==> config.mk <==
export PLATFORM = sky130hd
export DESIGN_NAME = systolic_skew_feeder_flat
export DESIGN_NICKNAME = d
export VERILOG_FILES = /design/src/rtl/systolic_skew_feeder_if.sv /design/src/rtl/systolic_skew_feeder.sv /design/src/flat_wrapper.sv
export SDC_FILE = /design/constraint.sdc
export NUM_CORES = 1
export LEC_CHECK = 0
export BUFFER_PORTS_ARGS = -buffer_cell sky130_fd_sc_hd__buf_2
export CAP_MARGIN = 20
export CELL_PAD_IN_SITES_DETAIL_PLACEMENT = 0
export CELL_PAD_IN_SITES_GLOBAL_PLACEMENT = 1
export CORE_MARGIN = 3
export CORE_UTILIZATION = 30
export CTS_BUF_LIST = sky130_fd_sc_hd__clkbuf_4 sky130_fd_sc_hd__clkbuf_8 sky130_fd_sc_hd__clkbuf_16
export DETAILED_ROUTE_END_ITERATION = 8
export PLACE_DENSITY_LB_ADDON = 0.1
export SYNTH_ARGS = -nofsm -noshare
export SYNTH_HDL_FRONTEND = slang
export SYNTH_SLANG_ARGS = --single-unit
==> constraint.sdc <==
create_clock -name clk -period 9.05 [get_ports clk]
set_input_delay 1.81 -clock clk [delete_from_list [all_inputs] [get_ports clk]]
set_output_delay 1.81 -clock clk [all_outputs]
set_load 0.03 [all_outputs]
==> src/rtl/systolic_skew_feeder_if.sv <==
// Loader/control/stream bundle between the tile source, the skew feeder and the MAC array west edge.
interface systolic_skew_feeder_if #(
    parameter int BITS = 8,
    parameter int DIM  = 8
);
    logic                   en;
    logic                   wr_en;
    logic [$clog2(DIM)-1:0] wr_row;
    logic [DIM*BITS-1:0]    wr_data;
    logic                   start;
    logic                   busy;
    logic                   out_valid;
    logic [DIM*BITS-1:0]    a_out;
    logic                   done;

    modport master (
        output en, wr_en, wr_row, wr_data, start,
        input  busy, out_valid, a_out, done
    );

    modport slave (
        input  en, wr_en, wr_row, wr_data, start,
        output busy, out_valid, a_out, done
    );
endinterface

==> src/rtl/systolic_skew_feeder.sv <==
// Skewed A-operand feeder: stores a DIM x DIM tile and streams 2*DIM-1 diagonal vectors (lane i delayed i cycles).
// Optional macro SKEW_FEEDER_TRANSPOSE_EN: writes land column-major (wr_row selects column, element i goes to row i).
module systolic_skew_feeder #(
    parameter int BITS = 8,
    parameter int DIM  = 8
) (
    input  logic                  clk,
    input  logic                  rst_n,
    systolic_skew_feeder_if.slave bus
);
    localparam int            TW     = $clog2(2*DIM-1);
    localparam logic [TW-1:0] T_LAST = TW'(2*DIM-2);

    typedef enum logic {IDLE, STREAM} state_e;

    state_e                  state_q, state_d;
    logic [TW-1:0]           t_q, t_d;
    logic                    busy_q, busy_d;
    logic                    out_valid_q, out_valid_d;
    logic                    done_q, done_d;
    logic [DIM*BITS-1:0]     a_out_q, a_out_d;
    logic signed [BITS-1:0]  mem_q [DIM][DIM];

    logic [TW-1:0]           t_sel;
    logic [DIM*BITS-1:0]     vec;
    logic                    wr_fire;

    // Writes only land in IDLE; start in the same cycle wins and drops the write.
    assign wr_fire = (state_q == IDLE) && bus.wr_en && !bus.start && (int'(bus.wr_row) < DIM);

    // Vector index being loaded into a_out at the coming edge.
    assign t_sel = (state_q == IDLE) ? '0 : (t_q + TW'(1));

    for (genvar gi = 0; gi < DIM; gi++) begin : g_lane
        logic [BITS-1:0] lane_val;
        always_comb begin
            lane_val = '0;
            for (int j = 0; j < DIM; j++) begin
                if (int'(t_sel) == j + gi) begin
                    lane_val = mem_q[gi][j];
                end
            end
        end
        assign vec[gi*BITS +: BITS] = lane_val;
    end

    always_ff @(posedge clk or negedge rst_n) begin
        if (!rst_n) begin
            for (int i = 0; i < DIM; i++) begin
                for (int j = 0; j < DIM; j++) begin
                    mem_q[i][j] <= '0;
                end
            end
        end else if (wr_fire) begin
            for (int j = 0; j < DIM; j++) begin
`ifdef SKEW_FEEDER_TRANSPOSE_EN
                mem_q[j][bus.wr_row] <= bus.wr_data[j*BITS +: BITS];
`else
                mem_q[bus.wr_row][j] <= bus.wr_data[j*BITS +: BITS];
`endif
            end
        end
    end

    always_comb begin
        state_d     = state_q;
        t_d         = t_q;
        busy_d      = busy_q;
        out_valid_d = out_valid_q;
        a_out_d     = a_out_q;
        done_d      = 1'b0;
        case (state_q)
            IDLE: begin
                if (bus.start) begin
                    state_d     = STREAM;
                    t_d         = '0;
                    busy_d      = 1'b1;
                    out_valid_d = 1'b1;
                    a_out_d     = vec;
                end
            end
            STREAM: begin
                // en low freezes everything so the stream stays aligned with a stalled array.
                if (bus.en) begin
                    if (t_q == T_LAST) begin
                        state_d     = IDLE;
                        t_d         = '0;
                        busy_d      = 1'b0;
                        out_valid_d = 1'b0;
                        a_out_d     = '0;
                        done_d      = 1'b1;
                    end else begin
                        t_d     = t_q + TW'(1);
                        a_out_d = vec;
                    end
                end
            end
            default: state_d = IDLE;
        endcase
    end

    always_ff @(posedge clk or negedge rst_n) begin
        if (!rst_n) begin
            state_q     <= IDLE;
            t_q         <= '0;
            busy_q      <= 1'b0;
            out_valid_q <= 1'b0;
            done_q      <= 1'b0;
            a_out_q     <= '0;
        end else begin
            state_q     <= state_d;
            t_q         <= t_d;
            busy_q      <= busy_d;
            out_valid_q <= out_valid_d;
            done_q      <= done_d;
            a_out_q     <= a_out_d;
        end
    end

    assign bus.busy      = busy_q;
    assign bus.out_valid = out_valid_q;
    assign bus.done      = done_q;
    assign bus.a_out     = a_out_q;
endmodule
==> src/flat_wrapper.sv <==
// flat-port wrapper written by rule: the top's interface ports become plain ports
module systolic_skew_feeder_flat 
#(
    parameter int BITS = 8,
    parameter int DIM  = 8
)
  (clk, rst_n, bus_en, bus_wr_en, bus_wr_row, bus_wr_data, bus_start, bus_busy, bus_out_valid, bus_a_out, bus_done);
  systolic_skew_feeder_if #(.BITS(BITS), .DIM(DIM)) bus_i ();
  input  logic clk;
  input  logic rst_n;
  input wire logic [$bits(bus_i.en)-1:0] bus_en;
  input wire logic [$bits(bus_i.wr_en)-1:0] bus_wr_en;
  input wire logic [$bits(bus_i.wr_row)-1:0] bus_wr_row;
  input wire logic [$bits(bus_i.wr_data)-1:0] bus_wr_data;
  input wire logic [$bits(bus_i.start)-1:0] bus_start;
  output wire logic [$bits(bus_i.busy)-1:0] bus_busy;
  output wire logic [$bits(bus_i.out_valid)-1:0] bus_out_valid;
  output wire logic [$bits(bus_i.a_out)-1:0] bus_a_out;
  output wire logic [$bits(bus_i.done)-1:0] bus_done;
  assign bus_i.en = bus_en;
  assign bus_i.wr_en = bus_wr_en;
  assign bus_i.wr_row = bus_wr_row;
  assign bus_i.wr_data = bus_wr_data;
  assign bus_i.start = bus_start;
  assign bus_busy = bus_i.busy;
  assign bus_out_valid = bus_i.out_valid;
  assign bus_a_out = bus_i.a_out;
  assign bus_done = bus_i.done;
  systolic_skew_feeder #(.BITS(BITS), .DIM(DIM)) u_core (.clk(clk), .rst_n(rst_n), .bus(bus_i));
endmodule
==> reports/qor.txt, run 1 <==
power share of the combinational group: 39.4%
max_slew headroom: 27.2%
critical path peak fanout: 48
cts hold-fix bufs: 0
Clock Latency Late Sink: 0.61 ns
hold depth: 1
WHS Endpoint: u_core.mem_q[156]$_DFFE_PN0P_
final setup violation count: 0
minimum clock period: 4.45 ns
slowest CP cell: nand2_1
Seq/Total Area, Yosys: 54.2%
most common cell after layout, fill and taps aside: dfrtp_1
Syn Inst Count: 2,132
std cell rows: 109
r2r startpoint: u_core.t_q[0]$_DFFE_PN0P_
DR WL/cell: 35.4 um
die height: 306 um
post-route setup TNS: 0 ns
Switching Fraction: 41.5%
Clock Power Share: 27.1%
Clock Sinks: 583
final core utilization: 35.2%
Slew @ Worst Pin: 1.09 ns
CP arrival: 5.00 ns
Synth cell types: 81
Post-synth EDFFs: 0
share of layout cells above drive strength 1: 39.1%
Layout area overhead: 15.8%
die area: 0.0934 mm^2
CTS root buf: clkbuf_16
CTS tree: yes
antenna violations before repair: 36
reg2reg end: u_core.bus.a_out[35]$_DFFE_PN0P_
Num CTS Buffers: 72
crit path kind: reg -> reg
NetSw: 4.52 mW
H-tree levels: 3
first-pass iteration count of the detailed router: 5
DRC Markers: 0
Clock Tree Buf Depth: 3
Synth Warn #: 0
Post-Syn Area per Cell: 12.6 um^2
Die X-Extent: 306 um
post-CTS setup buffer count: 0
DP Wirelength: 78,700 um
Tot GR Track Use: 25.9%
RSZ-0062 raised after global routing: false
final instance area: 0.0312 mm^2
Clock Skew: 0.0267 ns
detailed-route vias per instance: 5.76
Vias: 19,944
power density over the cells: 349 mW/mm^2
grt ovf: 0
startpoint type of the worst setup path: register
post-CTS resize count: 0
CTS clock-pin slew for the worst setup and hold paths: 0.06 ns
Overall Power: 10.9 mW
effective utilization at floorplan: 30.4%
Final Cycle Share: 49.2%
Internal: 6.36 mW
leakage power: 15.0 nW
antenna viol nets, final: 0
drt total wl: 123,000 um
fin nets: 2,313
Post-Syn Area: 0.0269 mm^2
Non-Filler Instances: 3,461
worst r2r path cells: 7
area of the core: 0.0886 mm^2
max-slew violations: 0
Critical Path RT: 9.60 ns
first-pass GRT wire length: 170,000 um
asr flop ratio synth: 100%
Max-cap violations: 0
largest net degree at the start of global routing: 168
vias in the first global route: 20,310
number of synthesized register bits: 583
Post-DP Area: 0.0288 mm^2
status: finished clean
CP Cell Sequence: buf_4 > buf_4 > nand2_1 > nand2_1 > a22oi_1 > o21ai_0 > a31o_2
Critical Path Max Stage Delay: 0.85 ns
reg-to-reg slack, setup: 4.60 ns
part of the power in registers: 33.4%
most frequent cells in the layout: dfrtp_1 (581), mux2_2 (542), buf_2 (138)
maximum VDD drop: 201 uV
Synthesized Nets: 2,206
Iter 0 DRT Violations: 1,793
HP Start: u_core.mem_q[156]$_DFFE_PN0P_
Placer Congestion: 0.829
Max Freq: 225 MHz
Hold Crit Class: reg -> reg
Final Hold Fails: 0
PortBufs: 138
dominant synthesized flop cell: dfrtp_1
Placed Cells: 3,329
Setup crit end kind: register
I/O pins: 139
## per-stage QoR
| step | setup slack, ns | hold slack, ns |
|---|---|---|
| CTS | 4.61 | 0.499 |
| global route | 4.58 | 0.509 |
| finish | 4.60 | 0.499 |
| detailed placement | 4.59 | 0.471 |
| global placement | 4.62 | 0.479 |
| floorplan | 5.56 | 0.461 |
## logic make-up after synthesis
logic type,after synthesis,synth area share [%]
flip-flops,583,54.2
multiplexers,560,23.3
AO/OA/AOI/OAI,536,14.2
AND/OR/NAND/NOR,284,4.84
buffers and inverters,166,3.32
adder cells (fa/ha/maj),2,0.0929
XOR/XNOR,1,0.0325
## how the worst max path moves through the flow
stage                                         start                                to  slack, ns  depth (start not counted)
after CTS                 u_core.t_q[0]$_DFFE_PN0P_  u_core.bus.a_out[38]$_DFFE_PN0P_       4.61                          7
final                     u_core.t_q[0]$_DFFE_PN0P_  u_core.bus.a_out[35]$_DFFE_PN0P_       4.60                          7
after floorplan                       bus_wr_row[0]     u_core.mem_q[100]$_DFFE_PN0P_       5.56                          5
after detailed placement  u_core.t_q[0]$_DFFE_PN0P_  u_core.bus.a_out[38]$_DFFE_PN0P_       4.59                          7
after global routing      u_core.t_q[0]$_DFFE_PN0P_  u_core.bus.a_out[35]$_DFFE_PN0P_       4.58                          7
after global placement    u_core.t_q[0]$_DFFE_PN0P_  u_core.bus.a_out[35]$_DFFE_PN0P_       4.62                          7
## critical path: cells and delay by family, from the launching register on
kind            cells  cell delay [ns]
compound gates      3             1.25
flops               1             0.42
simple gates        2             1.50
buf+inv             2             1.21
## routing by layer
| metal | up-vias | wire length [um] | share of wire [%] | track usage [%] |
|---|---|---|---|---|
| met1 | 10721 | 50900 | 42 | 34.4 |
| met4 | 0 | 5250 | 4.3 | 10.0 |
| met3 | 183 | 7520 | 6.1 | 3.17 |
| met2 | 812 | 58900 | 48 | 43.2 |
| li1 | 8228 | - | - | - |
| met5 | - | 0 | 0 | 0 |
## power by group through the flow
stage                     Clock (mW)  Combinational (mW)  Sequential, mW
after CTS                       3.02                4.30            3.63
final                           2.95                4.29            3.64
after global placement             0                4.27            3.66
after global routing            3.12                4.52            3.70
after detailed placement           0                4.29            3.68
after floorplan                    0                2.40            3.65
## sequential cells by signal (all words and copies together) (netlist names)
signal            flops
u_core.t_q            4
u_core.bus.done       1
u_core.state_q        1
u_core.mem_q        512
u_core.bus.busy       1
u_core.bus.a_out     64
## cells in the mapped netlist (all sizes together) (12+ instances only)
library cell | number | area [um^2]
nand3 | 29 | 145
o22ai | 49 | 307
a32oi | 12 | 105
a22oi | 29 | 218
nand2 | 120 | 458
dfrtp | 583 | 14600
o221ai | 31 | 272
mux2i | 18 | 180
mux2 | 542 | 6100
clkbuf | 65 | 275
nor2 | 77 | 292
o211ai | 20 | 150
a221oi | 16 | 140
o21ai | 123 | 627
a21o | 15 | 113
a31oi | 12 | 75.1
inv | 15 | 56.3
and3 | 12 | 75.1
a221o | 33 | 330
a211o | 26 | 228
buf | 86 | 562
a22o | 14 | 123
a21oi | 78 | 409
## layout make-up
type	instances	area [um^2]
clock buffers	107	2210
diodes	9	22.5
clock inverters	15	175
fillers	8773	57500
multi-input cells	1383	11600
inverters	15	56.3
repair buffers	184	1100
well taps	1165	1460
flip-flops and latches	583	14600
Power figures use the tool's default switching activity.
==> inputs of run 2 (changes only) <==
Clock period 9.05 ns to 3.8 ns, I/O delays scaled along.
==> run 2 against run 1 <==
Die area is the same. Sequential share of layout area shrank 0.70 points. Total power grew 140%. Non-clock buffer count grew 49. Clock power grew 140%. Critical path type unchanged.
==> reports/qor.txt, run 2 (synthesized netlist as in run 1, its figures left out) <==
status: finished clean
share of layout cells above drive strength 1: 40.4% (+1.3 points)
DP Wirelength: 79,100 um (+0.40%)
CTS tree: yes
final instance area: 0.0317 mm^2 (+1.5%)
std cell rows: 109 (unchanged)
largest net degree at the start of global routing: 114 (-32%)
Setup crit end kind: register
most frequent cells in the layout: dfrtp_1 (581), mux2_2 (542), buf_2 (137)
RSZ-0062 raised after global routing: false
Hold Crit Class: in -> async
Clock Skew: 0.0180 ns (-0.00868 ns)
CTS clock-pin slew for the worst setup and hold paths: 0.06 ns (about the same)
Non-Filler Instances: 3,510 (+1.4%)
max-slew violations: 0 (unchanged)
Final Hold Fails: 0 (unchanged)
Num CTS Buffers: 71 (-1.4%)
effective utilization at floorplan: 30.4% (unchanged)
first-pass GRT wire length: 167,000 um (-1.6%)
Clock Latency Late Sink: 0.61 ns (about the same)
CP arrival: 3.91 ns (-1.09 ns)
crit path kind: reg -> reg
power density over the cells: 822 mW/mm^2 (+140%)
maximum VDD drop: 437 uV (+120%)
most common cell after layout, fill and taps aside: dfrtp_1
antenna viol nets, final: 0 (unchanged)
Iter 0 DRT Violations: 1,457 (-19%)
Tot GR Track Use: 25.2% (-0.67 points)
post-CTS setup buffer count: 0 (unchanged)
Clock Tree Buf Depth: 3 (unchanged)
Clock Sinks: 583 (unchanged)
Placed Cells: 3,379 (+1.5%)
max_slew headroom: 37.8% (+11 points)
startpoint type of the worst setup path: register
Post-DP Area: 0.0293 mm^2 (+1.7%)
post-route setup TNS: 0 ns (unchanged)
Slew @ Worst Pin: 0.933 ns (-0.158 ns)
minimum clock period: 3.42 ns (-1.04 ns)
Placer Congestion: 0.871 (+5.1%)
Max Freq: 293 MHz (+30%)
largest register by flop count: u_core.mem_q
drt total wl: 119,000 um (-2.8%)
Multi-input gate area: 0.0116 mm^2 (about the same)
Filler cells: 8,704 (-0.79%)
register area: 0.0146 mm^2 (unchanged)
detailed-route vias per instance: 5.66 (-1.8%)
PortBufs: 138 (unchanged)
setup ws final: 0.382 ns (-4.21 ns)
leakage power: 15.3 nW (+1.9%)
Final Cycle Share: 89.9% (+41 points)
max reg flops: 512 (unchanged)
Die X-Extent: 306 um (unchanged)
antenna violations before repair: 32 (-11%)
DR WL/cell: 33.9 um (-4.1%)
final setup violation count: 0 (unchanged)
Layout area overhead: 17.5%
die area: 0.0934 mm^2 (unchanged)
Max-cap violations: 0 (unchanged)
DRC Markers: 0 (unchanged)
I/O pins: 139 (unchanged)
post-place setup slack: 0.459 ns (-4.13 ns)
area of the core: 0.0886 mm^2 (unchanged)
Critical Path RT: 4.29 ns (-5.31 ns)
grt ovf: 0 (unchanged)
first-pass iteration count of the detailed router: 5 (unchanged)
Vias: 19,869 (-0.38%)
H-tree levels: 3 (unchanged)
fin nets: 2,361 (+2.1%)
post-CTS resize count: 0 (unchanged)
critical path peak fanout: 21 (-56%)
cts hold-fix bufs: 0 (unchanged)
die height: 306 um (unchanged)
CTS root buf: clkbuf_16
vias in the first global route: 20,579 (+1.3%)
## run 2: stage by stage
stage               hold WS [ns]  power (mW)  util, %
floorplan                  0.461        14.4        -
global route              0.0718        27.2     35.7
detailed placement         0.473        19.2     33.0
global placement           0.481        19.1     33.0
finish                    0.0676        26.0     35.7
CTS                       0.0875        26.2     35.7
## run 2: final timing paths
check                                                    to                        startpoint  slack (ns)  depth (start not counted)
min in group clk           u_core.bus.a_out[42]$_DFFE_PN0P_  u_core.bus.a_out[42]$_DFFE_PN0P_        0.50                          2
max in group asynchronous     u_core.mem_q[182]$_DFFE_PN0P_                             rst_n        2.45                          3
min                           u_core.mem_q[494]$_DFFE_PN0P_                             rst_n        0.07                          1
max                        u_core.bus.a_out[31]$_DFFE_PN0P_         u_core.t_q[1]$_DFFE_PN0P_        0.38                          9
max reg2reg                u_core.bus.a_out[31]$_DFFE_PN0P_         u_core.t_q[1]$_DFFE_PN0P_        0.38                          9
min reg2reg                u_core.bus.a_out[42]$_DFFE_PN0P_  u_core.bus.a_out[42]$_DFFE_PN0P_        0.50                          2
## run 2: routing by layer
layer	GRT usage (%)	share of wire [%]
met1	33.2	43
met2	43.4	49
met3	3.02	4.2
met4	7.67	3.1
met5	0	0
## run 2: area by class of cell
cell class / instances / share of cell area (%)
repair buffers: 233 / 5.04
well taps: 1165 / 4.60
multi-input cells: 1383 / 36.5
clock inverters: 14 / 0.391
diodes: 7 / 0.0553
flip-flops and latches: 583 / 46.1
clock buffers: 110 / 7.13
inverters: 15 / 0.178
## run 2: power breakdown
part | internal (mW) | switching, mW | total [mW] | leakage (nW)
Sequential | 7.64 | 1.02 | 8.67 | 7.95
Combinational | 3.55 | 6.86 | 10.4 | 6.11
Clock | 4.16 | 2.80 | 6.96 | 1.20
Total | 15.4 | 10.7 | 26.0 | 15.3
## run 2: worst max-delay path: stages, from the launching register on
cell and delay [ns]:
dfrtp_1 0.59, ha_1 0.54, xnor2_1 0.26, a211oi_1 0.40, nand2_1 0.20, buf_4 0.29
a2bb2oi_1 0.17, a211oi_1 0.55, buf_4 0.22, o21ai_0 0.08
==> inputs of run 3 (changes only) <==
==> constraint.sdc (replaced) <==
create_clock -name clk -period 3.8 [get_ports clk]
set_input_delay 0 -clock clk [delete_from_list [all_inputs] [get_ports clk]]
set_output_delay 0 -clock clk [all_outputs]
set_load 0.03 [all_outputs]
==> run 3 against run 2 <==
Hold slack worse by 0.039 ns. Combinational power hardly changed. Die area stayed put. Critical path depth is 2 lower. First-iteration DRC count is 0.62% higher. Via count is 0.16% higher. Final cell count is 0.80% higher. Sequential share of layout area is 0.37 points lower. Fmax is 2.8% lower. Non-clock buffer count is 36 higher. Critical endpoint is now u_core.bus.a_out[48]$_DFFE_PN0P_.
==> reports/qor.txt, run 3 (synthesized netlist as in run 1, its figures left out) <==
Final Hold Fails: 0 (unchanged)
H-tree levels: 3 (unchanged)
CTS tree: yes
Hold Crit Class: in -> reg
die height: 306 um (unchanged)
startpoint type of the worst setup path: register
final core utilization: 36.0% (+0.29 points)
CTS clock-pin slew for the worst setup and hold paths: 0.06 ns (about the same)
Die X-Extent: 306 um (unchanged)
max_slew headroom: 23.2% (-15 points)
leakage power: 15.3 nW (+0.52%)
final instance area: 0.0319 mm^2 (+0.81%)
CTS root buf: clkbuf_16
die area: 0.0934 mm^2 (unchanged)
Tot GR Track Use: 24.6% (-0.66 points)
CP arrival: 3.98 ns (+0.07 ns)
Clock Tree Buf Depth: 3 (unchanged)
first-pass iteration count of the detailed router: 6 (+1)
Placer Congestion: 0.845 (-3.1%)
setup ws final: 0.284 ns (-0.0987 ns)
reg-to-reg slack, setup: 0.28 ns (-0.10 ns)
Placed Cells: 3,369 (-0.30%)
maximum VDD drop: 476 uV (+8.8%)
DR WL/cell: 32.8 um (-3.4%)
Layout area overhead: 18.5%
antenna viol nets, final: 0 (unchanged)
post-CTS setup buffer count: 0 (unchanged)
I/O pins: 139 (unchanged)
critical path peak fanout: 13 (-38%)
post-place setup slack: 0.414 ns (-0.0442 ns)
drt total wl: 116,000 um (-2.6%)
RSZ-0062 raised after global routing: false
post-CTS resize count: 0 (unchanged)
max-slew violations: 0 (unchanged)
first-pass GRT wire length: 163,000 um (-2.0%)
most common cell after layout, fill and taps aside: dfrtp_1
Final Cycle Share: 92.5% (+2.6 points)
Setup crit end kind: register
Iter 0 DRT Violations: 1,466 (+0.62%)
Max-cap violations: 0 (unchanged)
final setup violation count: 0 (unchanged)
Non-Filler Instances: 3,538 (+0.80%)
cts hold-fix bufs: 46 (+46)
Post-DP Area: 0.0292 mm^2 (-0.30%)
Clock Sinks: 583 (unchanged)
vias in the first global route: 20,517 (-0.30%)
DP Wirelength: 76,700 um (-2.9%)
DRC Markers: 0 (unchanged)
Slew @ Worst Pin: 1.15 ns (+0.214 ns)
status: finished clean
max reg flops: 512 (unchanged)
most frequent cells in the layout: dfrtp_1 (581), mux2_2 (542), buf_2 (137)
largest register by flop count: u_core.mem_q
Vias: 19,900 (+0.16%)
power density over the cells: 806 mW/mm^2 (-2.0%)
std cell rows: 109 (unchanged)
Critical Path RT: 4.27 ns (-0.02 ns)
grt ovf: 0 (unchanged)
effective utilization at floorplan: 30.4% (unchanged)
fin nets: 2,396 (+1.5%)
Clock Latency Late Sink: 0.61 ns (about the same)
crit path kind: reg -> reg
post-route setup TNS: 0 ns (unchanged)
Clock Skew: 0.0138 ns (-0.00426 ns)
Num CTS Buffers: 70 (-1.4%)
largest net degree at the start of global routing: 103 (-9.6%)
detailed-route vias per instance: 5.62 (-0.64%)
antenna violations before repair: 36 (+13%)
share of layout cells above drive strength 1: 39.3% (-1.2 points)
PortBufs: 138 (unchanged)
area of the core: 0.0886 mm^2 (unchanged)
minimum clock period: 3.52 ns (+0.0987 ns)
Max Freq: 284 MHz (-2.8%)
==> run 3: per-stage QoR <==
step                      hold slack [ns]  power [mW]
after CTS                        0.000776        26.0
after global routing              0.00386        26.9
after global placement              0.152        19.0
after detailed placement            0.162        19.1
final                              0.0288        25.7
after floorplan                    -0.296        14.4
==> run 3: final timing paths <==
check | from | to | cells past startpoint
worst max-delay path | u_core.t_q[1]$_DFFE_PN0P_ | u_core.bus.a_out[48]$_DFFE_PN0P_ | 7
worst min-delay path | bus_wr_data[17] | u_core.mem_q[169]$_DFFE_PN0P_ | 2
worst max register to register | u_core.t_q[1]$_DFFE_PN0P_ | u_core.bus.a_out[48]$_DFFE_PN0P_ | 7
worst min register to register | u_core.mem_q[167]$_DFFE_PN0P_ | u_core.mem_q[167]$_DFFE_PN0P_ | 1
max in group asynchronous | rst_n | u_core.bus.a_out[28]$_DFFE_PN0P_ | 3
min in group asynchronous | rst_n | u_core.mem_q[486]$_DFFE_PN0P_ | 2
==> run 3: critical path, stage by stage (launching register included) <==
cell and delay (ns):
dfrtp_1 0.55, ha_1 0.45, nand2b_1 0.37, o32ai_1 0.45, nand2_1 0.59, o211ai_1 0.58, a311o_1 0.26, o211ai_1 0.11
==> run 3: report_power, final <==
| part | internal (mW) | switching, mW | total [mW] |
|---|---|---|---|
| Combinational | 3.59 | 6.80 | 10.4 |
| Sequential | 7.64 | 0.965 | 8.61 |
| Clock | 3.99 | 2.73 | 6.72 |
| Total | 15.2 | 10.5 | 25.7 |
==> run 3: final cells by class <==
| class | count | area, um^2 |
|---|---|---|
| clock buffers | 104 | 2120 |
| well taps | 1165 | 1460 |
| repair buffers | 269 | 1970 |
| inverters | 15 | 56.3 |
| fillers | 8735 | 56700 |
| flip-flops and latches | 583 | 14600 |
| diodes | 2 | 5.00 |
| clock inverters | 17 | 160 |
| multi-input cells | 1383 | 11600 |
==> run 3: layer usage <==
layer,share of wire [%],track usage (%),vias up
li1,-,-,8375
met1,43,33.0,10727
met2,49,41.3,656
met3,4.8,2.94,142
met4,3.4,7.97,0
met5,0,0,-
